**src/rtl/trap_pkg.sv**
```systemverilog
// Shared types and constants for the trap monitor: cause codes, FSM states,
// and the instruction patterns that the per-channel decoder matches.
package trap_pkg;

  typedef enum logic [2:0] {
    CAUSE_NONE     = 3'd0,
    CAUSE_GOOD     = 3'd1,
    CAUSE_BAD_CODE = 3'd2,
    CAUSE_ILLEGAL  = 3'd3,
    CAUSE_OVERFLOW = 3'd4,
    CAUSE_TIMEOUT  = 3'd5
  } cause_e;

  typedef enum logic [1:0] {
    ST_RUN    = 2'd0,
    ST_DRAIN  = 2'd1,
    ST_HALTED = 2'd2
  } state_e;

  localparam logic [31:0] EBREAK_INST    = 32'h0010_0073;
  localparam logic [6:0]  ILLEGAL_OPCODE = 7'b111_1111;

endpackage

```
**src/rtl/trap_monitor_if.sv**
```systemverilog
// Commit-side bus into the trap monitor and its halt/counter status back out.
// The core (or harness) drives the master side; the monitor is the slave.
interface trap_monitor_if #(
    parameter int NCH  = 1,
    parameter int XLEN = 32
);
    logic [NCH-1:0]      commit_valid;
    logic [NCH*XLEN-1:0] commit_pc;
    logic [NCH*32-1:0]   commit_inst;
    logic [NCH-1:0]      commit_ovf;
    logic [XLEN-1:0]     a0;

    logic                halt;
    logic                done;
    logic                halt_good;
    logic [2:0]          halt_cause;
    logic [XLEN-1:0]     halt_pc;
    logic [XLEN-1:0]     halt_code;
    logic [63:0]         cycle_cnt;
    logic [63:0]         instret_cnt;

    modport master (
        output commit_valid, commit_pc, commit_inst, commit_ovf, a0,
        input  halt, done, halt_good, halt_cause, halt_pc, halt_code,
               cycle_cnt, instret_cnt
    );

    modport slave (
        input  commit_valid, commit_pc, commit_inst, commit_ovf, a0,
        output halt, done, halt_good, halt_cause, halt_pc, halt_code,
               cycle_cnt, instret_cnt
    );
endinterface

```
**src/rtl/trap_decode.sv**
```systemverilog
// Per-channel trap classifier. Priority within a channel is
// ebreak, then overflow, then illegal opcode; idle channels never trap.
module trap_decode
    import trap_pkg::*;
#(
    parameter int XLEN = 32
) (
    input  logic            valid,
    input  logic [31:0]     inst,
    input  logic            ovf,
    input  logic [XLEN-1:0] a0,
    output logic            trap_hit,
    output cause_e          cause
);

    always_comb begin
        trap_hit = 1'b0;
        cause    = CAUSE_NONE;
        if (valid) begin
            if (inst == EBREAK_INST) begin
                trap_hit = 1'b1;
                cause    = (a0 == '0) ? CAUSE_GOOD : CAUSE_BAD_CODE;
            end else if (ovf) begin
                trap_hit = 1'b1;
                cause    = CAUSE_OVERFLOW;
            end else if (inst[6:0] == ILLEGAL_OPCODE) begin
                trap_hit = 1'b1;
                cause    = CAUSE_ILLEGAL;
            end
        end
    end

endmodule

```
**src/rtl/trap_monitor.sv**
```systemverilog
// End-of-simulation trap monitor: latches the first trap, drains, then halts.
// Define TRAP_SIM_FINISH_EN to print a banner and $finish on entering HALTED.
module trap_monitor
    import trap_pkg::*;
#(
    parameter int NCH          = 1,
    parameter int XLEN         = 32,
    parameter int TIMEOUT      = 1000000,
    parameter int DRAIN_CYCLES = 2
) (
    input  logic           clk,
    input  logic           rst,
    trap_monitor_if.slave  bus
);

    localparam int IW = (TIMEOUT > 1) ? $clog2(TIMEOUT + 1) : 1;
    localparam int DW = (DRAIN_CYCLES > 1) ? $clog2(DRAIN_CYCLES) : 1;
    localparam int CW = $clog2(NCH + 1);
    localparam logic [IW-1:0] TIMEOUT_V    = IW'(TIMEOUT);
    localparam logic [DW-1:0] DRAIN_LAST_V = DW'(DRAIN_CYCLES - 1);

    logic [NCH-1:0]      valid;
    logic [NCH*XLEN-1:0] pc;
    logic [NCH*32-1:0]   inst;
    logic [NCH-1:0]      ovf;
    logic [XLEN-1:0]     a0;

    assign valid = bus.commit_valid;
    assign pc    = bus.commit_pc;
    assign inst  = bus.commit_inst;
    assign ovf   = bus.commit_ovf;
    assign a0    = bus.a0;

    logic [NCH-1:0] lane_hit;
    cause_e         lane_cause [NCH];

    for (genvar g = 0; g < NCH; g++) begin : g_lane
        trap_decode #(.XLEN(XLEN)) u_dec (
            .valid    (valid[g]),
            .inst     (inst[g*32 +: 32]),
            .ovf      (ovf[g]),
            .a0       (a0),
            .trap_hit (lane_hit[g]),
            .cause    (lane_cause[g])
        );
    end

    state_e          state_q, state_d;
    logic [IW-1:0]   idle_q, idle_d;
    logic [DW-1:0]   drain_q, drain_d;
    logic [XLEN-1:0] last_pc_q, last_pc_d;
    logic [63:0]     cycle_q, cycle_d;
    logic [63:0]     instret_q, instret_d;
    cause_e          cause_q, cause_d;
    logic [XLEN-1:0] hpc_q, hpc_d;
    logic [XLEN-1:0] hcode_q, hcode_d;
    logic            halt_q, halt_d;
    logic            done_q, done_d;
    logic            good_q, good_d;

    // Lowest-index trapping channel wins; only older valid channels retire.
    logic            trap_any;
    cause_e          win_cause;
    logic [XLEN-1:0] win_pc;
    logic [XLEN-1:0] win_code;
    logic [CW-1:0]   ret_cnt;
    logic [XLEN-1:0] commit_pc_last;
    logic            wd_fire;

    always_comb begin
        trap_any       = 1'b0;
        win_cause      = CAUSE_NONE;
        win_pc         = '0;
        win_code       = XLEN'(1);
        ret_cnt        = '0;
        commit_pc_last = last_pc_q;
        for (int i = 0; i < NCH; i++) begin
            if (!trap_any) begin
                if (lane_hit[i]) begin
                    trap_any  = 1'b1;
                    win_cause = lane_cause[i];
                    win_pc    = pc[i*XLEN +: XLEN];
                    if (lane_cause[i] == CAUSE_GOOD || lane_cause[i] == CAUSE_BAD_CODE)
                        win_code = a0;
                end else if (valid[i]) begin
                    ret_cnt = ret_cnt + CW'(1);
                end
            end
            if (valid[i]) commit_pc_last = pc[i*XLEN +: XLEN];
        end
    end

    assign wd_fire = (TIMEOUT != 0) && (idle_q == TIMEOUT_V);

    always_ff @(posedge clk) begin
        if (!rst) state_q <= ST_RUN;
        else      state_q <= state_d;
    end

    always_comb begin
        state_d = state_q;
        case (state_q)
            ST_RUN:    if (trap_any || wd_fire) state_d = ST_DRAIN;
            ST_DRAIN:  if (drain_q == DRAIN_LAST_V) state_d = ST_HALTED;
            ST_HALTED: state_d = ST_HALTED;
            default:   state_d = ST_RUN;
        endcase
    end

    always_comb begin
        idle_d    = idle_q;
        drain_d   = '0;
        last_pc_d = last_pc_q;
        cycle_d   = cycle_q;
        instret_d = instret_q;
        cause_d   = cause_q;
        hpc_d     = hpc_q;
        hcode_d   = hcode_q;
        if (state_q == ST_RUN) begin
            cycle_d   = cycle_q + 64'd1;
            instret_d = instret_q + 64'(ret_cnt);
            last_pc_d = commit_pc_last;
            if (TIMEOUT != 0) idle_d = (|valid) ? '0 : idle_q + IW'(1);
            if (trap_any) begin
                cause_d = win_cause;
                hpc_d   = win_pc;
                hcode_d = win_code;
            end else if (wd_fire) begin
                cause_d = CAUSE_TIMEOUT;
                hpc_d   = commit_pc_last;
                hcode_d = XLEN'(1);
            end
        end
        if (state_q == ST_DRAIN) drain_d = drain_q + DW'(1);
        halt_d = (state_d != ST_RUN);
        done_d = (state_d == ST_HALTED);
        good_d = (cause_d == CAUSE_GOOD);
    end

    always_ff @(posedge clk) begin
        if (!rst) begin
            idle_q    <= '0;
            drain_q   <= '0;
            last_pc_q <= '0;
            cycle_q   <= '0;
            instret_q <= '0;
            cause_q   <= CAUSE_NONE;
            hpc_q     <= '0;
            hcode_q   <= '0;
            halt_q    <= 1'b0;
            done_q    <= 1'b0;
            good_q    <= 1'b0;
        end else begin
            idle_q    <= idle_d;
            drain_q   <= drain_d;
            last_pc_q <= last_pc_d;
            cycle_q   <= cycle_d;
            instret_q <= instret_d;
            cause_q   <= cause_d;
            hpc_q     <= hpc_d;
            hcode_q   <= hcode_d;
            halt_q    <= halt_d;
            done_q    <= done_d;
            good_q    <= good_d;
        end
    end

    assign bus.halt        = halt_q;
    assign bus.done        = done_q;
    assign bus.halt_good   = good_q;
    assign bus.halt_cause  = cause_q;
    assign bus.halt_pc     = hpc_q;
    assign bus.halt_code   = hcode_q;
    assign bus.cycle_cnt   = cycle_q;
    assign bus.instret_cnt = instret_q;

`ifdef TRAP_SIM_FINISH_EN
    always @(posedge clk) begin
        if (rst && state_q == ST_DRAIN && state_d == ST_HALTED) begin
            if (cause_q == CAUSE_GOOD)
                $display("\033[1;32mHIT GOOD TRAP\033[0m cause=%s pc=%h code=%h cycles=%0d instret=%0d",
                         cause_q.name(), hpc_q, hcode_q, cycle_q, instret_q);
            else
                $display("\033[1;31mHIT BAD TRAP\033[0m cause=%s pc=%h code=%h cycles=%0d instret=%0d",
                         cause_q.name(), hpc_q, hcode_q, cycle_q, instret_q);
            if (cause_q == CAUSE_GOOD) $finish(0);
            else                       $finish(1);
        end
    end
`else
`endif

endmodule

```
**src/flat_wrapper.sv**
```systemverilog
// flat-port wrapper written by rule: the top's interface ports become plain ports
module trap_monitor_flat import trap_pkg::*;
#(
    parameter int NCH          = 1,
    parameter int XLEN         = 32,
    parameter int TIMEOUT      = 1000000,
    parameter int DRAIN_CYCLES = 2
)
  (clk, rst, bus_commit_valid, bus_commit_pc, bus_commit_inst, bus_commit_ovf, bus_a0, bus_halt, bus_done, bus_halt_good, bus_halt_cause, bus_halt_pc, bus_halt_code, bus_cycle_cnt, bus_instret_cnt);
  trap_monitor_if #(.NCH(NCH), .XLEN(XLEN)) bus_i ();
  input  logic clk;
  input  logic rst;
  input wire logic [$bits(bus_i.commit_valid)-1:0] bus_commit_valid;
  input wire logic [$bits(bus_i.commit_pc)-1:0] bus_commit_pc;
  input wire logic [$bits(bus_i.commit_inst)-1:0] bus_commit_inst;
  input wire logic [$bits(bus_i.commit_ovf)-1:0] bus_commit_ovf;
  input wire logic [$bits(bus_i.a0)-1:0] bus_a0;
  output wire logic [$bits(bus_i.halt)-1:0] bus_halt;
  output wire logic [$bits(bus_i.done)-1:0] bus_done;
  output wire logic [$bits(bus_i.halt_good)-1:0] bus_halt_good;
  output wire logic [$bits(bus_i.halt_cause)-1:0] bus_halt_cause;
  output wire logic [$bits(bus_i.halt_pc)-1:0] bus_halt_pc;
  output wire logic [$bits(bus_i.halt_code)-1:0] bus_halt_code;
  output wire logic [$bits(bus_i.cycle_cnt)-1:0] bus_cycle_cnt;
  output wire logic [$bits(bus_i.instret_cnt)-1:0] bus_instret_cnt;
  assign bus_i.commit_valid = bus_commit_valid;
  assign bus_i.commit_pc = bus_commit_pc;
  assign bus_i.commit_inst = bus_commit_inst;
  assign bus_i.commit_ovf = bus_commit_ovf;
  assign bus_i.a0 = bus_a0;
  assign bus_halt = bus_i.halt;
  assign bus_done = bus_i.done;
  assign bus_halt_good = bus_i.halt_good;
  assign bus_halt_cause = bus_i.halt_cause;
  assign bus_halt_pc = bus_i.halt_pc;
  assign bus_halt_code = bus_i.halt_code;
  assign bus_cycle_cnt = bus_i.cycle_cnt;
  assign bus_instret_cnt = bus_i.instret_cnt;
  trap_monitor #(.NCH(NCH), .XLEN(XLEN), .TIMEOUT(TIMEOUT), .DRAIN_CYCLES(DRAIN_CYCLES)) u_core (.clk(clk), .rst(rst), .bus(bus_i));
endmodule
```
**config.mk**
```make
export PLATFORM = sky130hd
export DESIGN_NAME = trap_monitor_flat
export DESIGN_NICKNAME = d
export VERILOG_FILES = /design/src/rtl/trap_pkg.sv /design/src/rtl/trap_monitor_if.sv /design/src/rtl/trap_decode.sv /design/src/rtl/trap_monitor.sv /design/src/flat_wrapper.sv
export SDC_FILE = /design/constraint.sdc
export NUM_CORES = 1
export LEC_CHECK = 0
export CORE_MARGIN = 8
export CORE_UTILIZATION = 42
export CTS_BUF_LIST = sky130_fd_sc_hd__clkbuf_16
export DETAILED_ROUTE_END_ITERATION = 7
export MAX_ROUTING_LAYER = met4
export PLACE_DENSITY_LB_ADDON = 0.3
export SLEW_MARGIN = 15
export SYNTH_ARGS = -nofsm -noshare
export SYNTH_HDL_FRONTEND = slang
export SYNTH_HIERARCHICAL = 1
export SYNTH_SLANG_ARGS = --single-unit
```
**constraint.sdc**
```tcl
create_clock -name clk -period 3.8 [get_ports clk]
set_clock_uncertainty 0.2 [all_clocks]
set_input_delay 0.57 -clock clk [delete_from_list [all_inputs] [get_ports clk]]
set_output_delay 0.57 -clock clk [all_outputs]
set_load 0.05 [all_outputs]
```
==> results.tsv <==
metric	value	unit
status	finished, final reports clean	
f_max	301	MHz
area delta synth->final	36.6	%
initial antenna violation count	0	
Die ar.	0.0329	mm2
clk_lat worst skew	530	ps
1st-iter DRT viols	740	
RSZ-0062 raised after global routing	no	
final instance area	0.0157	mm2
post-synthesis sequential area ratio	44.1	%
met2 Track Usage GR	36.0	%
final worst-path cycle share	87.5	%
prevailing post-synth register cell	dfxtp_1	
Num CTS Buffers	28	
vias in the first global route	10900	
largest net degree at the start of global routing	105	
met1 Use GR	24.7	%
# DRC	0	
Synth Warn #	6	
WL per Instance	17.9	um
Syn Inst Count	1360	
clock slew at reported path FFs	60	ps
Synth Cell Area	0.0115	mm2
clk sinks	253	
Synthesized Nets	1465	
Placer Congestion	0.837	
CTS tree	yes	
#FFs+latches synth	253	
Crit. End Element	flip-flop	
DRT Wirelength	35.9	mm
CP Data Required Time	4070	ps
top cell type's share of synthesized area	44.1	%
post-synthesis cell type count	54	
CTS resizes	0	
core area	0.0269	mm2
DP Area	0.0149	mm2
reg-to-reg startpoint	u_core/bus.cycle_cnt[4]$_SDFFE_PN0P_	
# diodes	0	
Die Span X	181	um
post-layout min period	3320	ps
worst-margin pin slew	817	ps
Worst Path Max Fanout	17	
placement row count	60	
syn_area_per_cell	8.44	um2
critical path launch point	bus_commit_inst[6]	
Boundary Pins	298	
critical path class	primary input to flip-flop	
port bufs	297	
total gr overflow	0	
Post-synth EDFFs	0	
leak pwr	0.00528	uW
vias per cell	5.61	
Post-DRT Antenna Nets	0	
clock root buffer	clkbuf_16	
Setup violations, final	0	
Total Nets Final	1748	
number of hold buffers added after CTS	0	
FF-to-FF End	u_core/bus.cycle_cnt[59]$_SDFFE_PN0P_	
Worst Reg-to-Reg Cells	6	
Initial Utilization	42.7	%
HP Class	flip-flop to flip-flop	
CP Launch Type	primary input	
reg2reg setup slack	1120	ps
slew margin rel.	45.5	%
deepest clock path buffer count	3	
final hold violation count	0	
maxcap violations	0	
Die Ht	181	um
TritonRoute pass-1 iters	5	
global-route wire length before repair	57.5	mm
GR peak layer	met2	
# Post-CTS Setup Buffers	0	
biggest area consumer among synthesized cells	dfxtp_1	
fraction of layout cells with a size suffix above 1	5.96	%
Synth area leaders	dfxtp_1, a21oi_1, mux2i_1	
GRT Total Usage	21.4	%
Slew Limit Fails	0	
Tot Pwr	5840	uW
total number of vias	11200	
H-Tree Depth	1	
crit path DAT	3590	ps
hpwl dp	25.6	mm
met3 usage in global routing	5.94	%
Peak VDD IR	319	uV
Setup crit end	u_core/bus.instret_cnt[62]$_SDFFE_PN0P_	
asr flop ratio synth	0	%
Cell Pwr Density	372	mW/mm2
-- critical path: stages --
cell,delay (ps)
clkdlybuf4s50_1,390
and4_1,220
and4_2,250
o31a_2,340
nor2b_1,120
ha_1,250
ha_1,200
nand2_1,80
nor4_2,250
nand4_1,140
buf_4,220
or4_1,400
a21oi_1,150
-- worst min-delay path by stage --
| stage | from | end | slack, ps | depth (start not counted) |
|---|---|---|---|---|
| global route | u_core/last_pc_q[20]$_SDFFE_PN0P_ | u_core/last_pc_q[20]$_SDFFE_PN0P_ | 270 | 2 |
| detailed placement | u_core/drain_q$_SDFF_PN0_ | u_core/drain_q$_SDFF_PN0_ | 230 | 1 |
| floorplan | u_core/drain_q$_SDFF_PN0_ | u_core/drain_q$_SDFF_PN0_ | 210 | 1 |
| finish | u_core/drain_q$_SDFF_PN0_ | u_core/drain_q$_SDFF_PN0_ | 240 | 1 |
| CTS | u_core/drain_q$_SDFF_PN0_ | u_core/drain_q$_SDFF_PN0_ | 230 | 1 |
| global placement | u_core/drain_q$_SDFF_PN0_ | u_core/drain_q$_SDFF_PN0_ | 220 | 1 |
-- flip-flops by register name, indices dropped and copies added (netlist names) --
register,flops
u_core/bus.cycle_cnt,64
u_core/bus.instret_cnt,64
u_core/bus.halt_code,32
u_core/bus.halt_pc,32
u_core/last_pc_q,32
u_core/idle_q,20
u_core/bus.halt_cause,3
u_core/state_q,2
u_core/bus.done,1
u_core/bus.halt,1
u_core/bus.halt_good,1
u_core/drain_q,1
-- synthesized netlist by cell type (2+ instances only) --
cell type  instances
mux2i_1           64
nor3_1            18
and2_1             3
nand4b_1           4
xor2_1            45
nor2_1           117
nor4_4             2
o21ai_1            2
nand3_1           85
a21oi_1          134
a211oi_1          34
nand4_1           62
nor4bb_1           3
nor3_2             2
nor4_1            27
ha_1               5
or2_2              2
or3_1             49
clkbuf_1          62
nand4bb_1          2
nand3b_1           2
nand2b_1           3
or4_1             19
o21ai_0           48
nor4_2             9
inv_1             20
o31ai_1           15
buf_2              4
nor4b_1            7
nand2_1          165
dfxtp_1          253
and4_1            15
nand4_2            3
o21a_1             3
and3_1            14
xnor2_1           33
buf_1              8
-- stage by stage --
stage / utilization [%] / setup slack [ps] / std cells / TNS, ps / hold slack [ps]
5_1_grt: 58.4 / 347 / 2002 / 0 / 269
3_3_place_gp: 55.3 / 18.9 / 1954 / 0 / 224
2_1_floorplan: - / 596 / 1360 / 0 / 212
3_5_place_dp: 55.3 / -48.9 / 1954 / -217 / 226
6_report: 58.4 / 476 / 2002 / 0 / 236
4_1_cts: 58.4 / 522 / 2002 / 0 / 234
-- final cells by class --
class	count	area (um2)
inverter	21	83.8
tap	341	427
timing repair buffer	328	3230
multi-input combinational	1011	6070
clock inverter	19	90.1
fill	2411	11200
sequential	253	5060
clock buffer	29	726
-- logic make-up after synthesis --
kind of cell	synth area share [%]
AO/OA/AOI/OAI	11.9
buffers and inverters	3.25
AND/OR/NAND/NOR	28.7
adder cells (fa/ha/maj)	0.545
flip-flops	44.1
XOR/XNOR	5.95
multiplexers	5.58
-- layout by cell type (no fill, tap or decap), drive strengths merged, types with 2 or more instances in the layout --
cell type | netlist | final
clkdlybuf4s50 | 0 | 296
dfxtp | 253 | 253
nand2 | 165 | 165
a21oi | 134 | 134
nor2 | 117 | 117
nand3 | 86 | 86
nand4 | 65 | 65
mux2i | 64 | 64
o21ai | 50 | 50
or3 | 49 | 49
xor2 | 45 | 45
nor4 | 38 | 38
a211oi | 34 | 34
xnor2 | 33 | 33
buf | 13 | 32
clkbuf | 62 | 29
inv | 21 | 27
nor3 | 20 | 20
or4 | 19 | 19
and4 | 16 | 16
o31ai | 15 | 15
and3 | 14 | 14
clkinv | 0 | 13
nor4b | 7 | 7
ha | 5 | 5
nand4b | 4 | 4
and2 | 4 | 4
nor4bb | 3 | 3
o21a | 3 | 3
nand2b | 3 | 3
or2 | 3 | 3
nand4bb | 2 | 2
nand3b | 2 | 2
a21o | 2 | 2
-- layer usage --
layer	vias to the layer above	wire length [um]
li1	5464	-
met1	5334	15100
met2	374	17300
met3	55	2680
met4	0	873
met5	-	0
-- power by group --
part           internal [uW]  switching [uW]  leakage, uW  total (uW)
Combinational            257             388      0.00280         646
Clock                   1370            1070     0.000431        2430
Sequential              2720            45.3      0.00205        2760
Total                   4340            1500      0.00528        5840
Power figures use the tool's default switching activity.
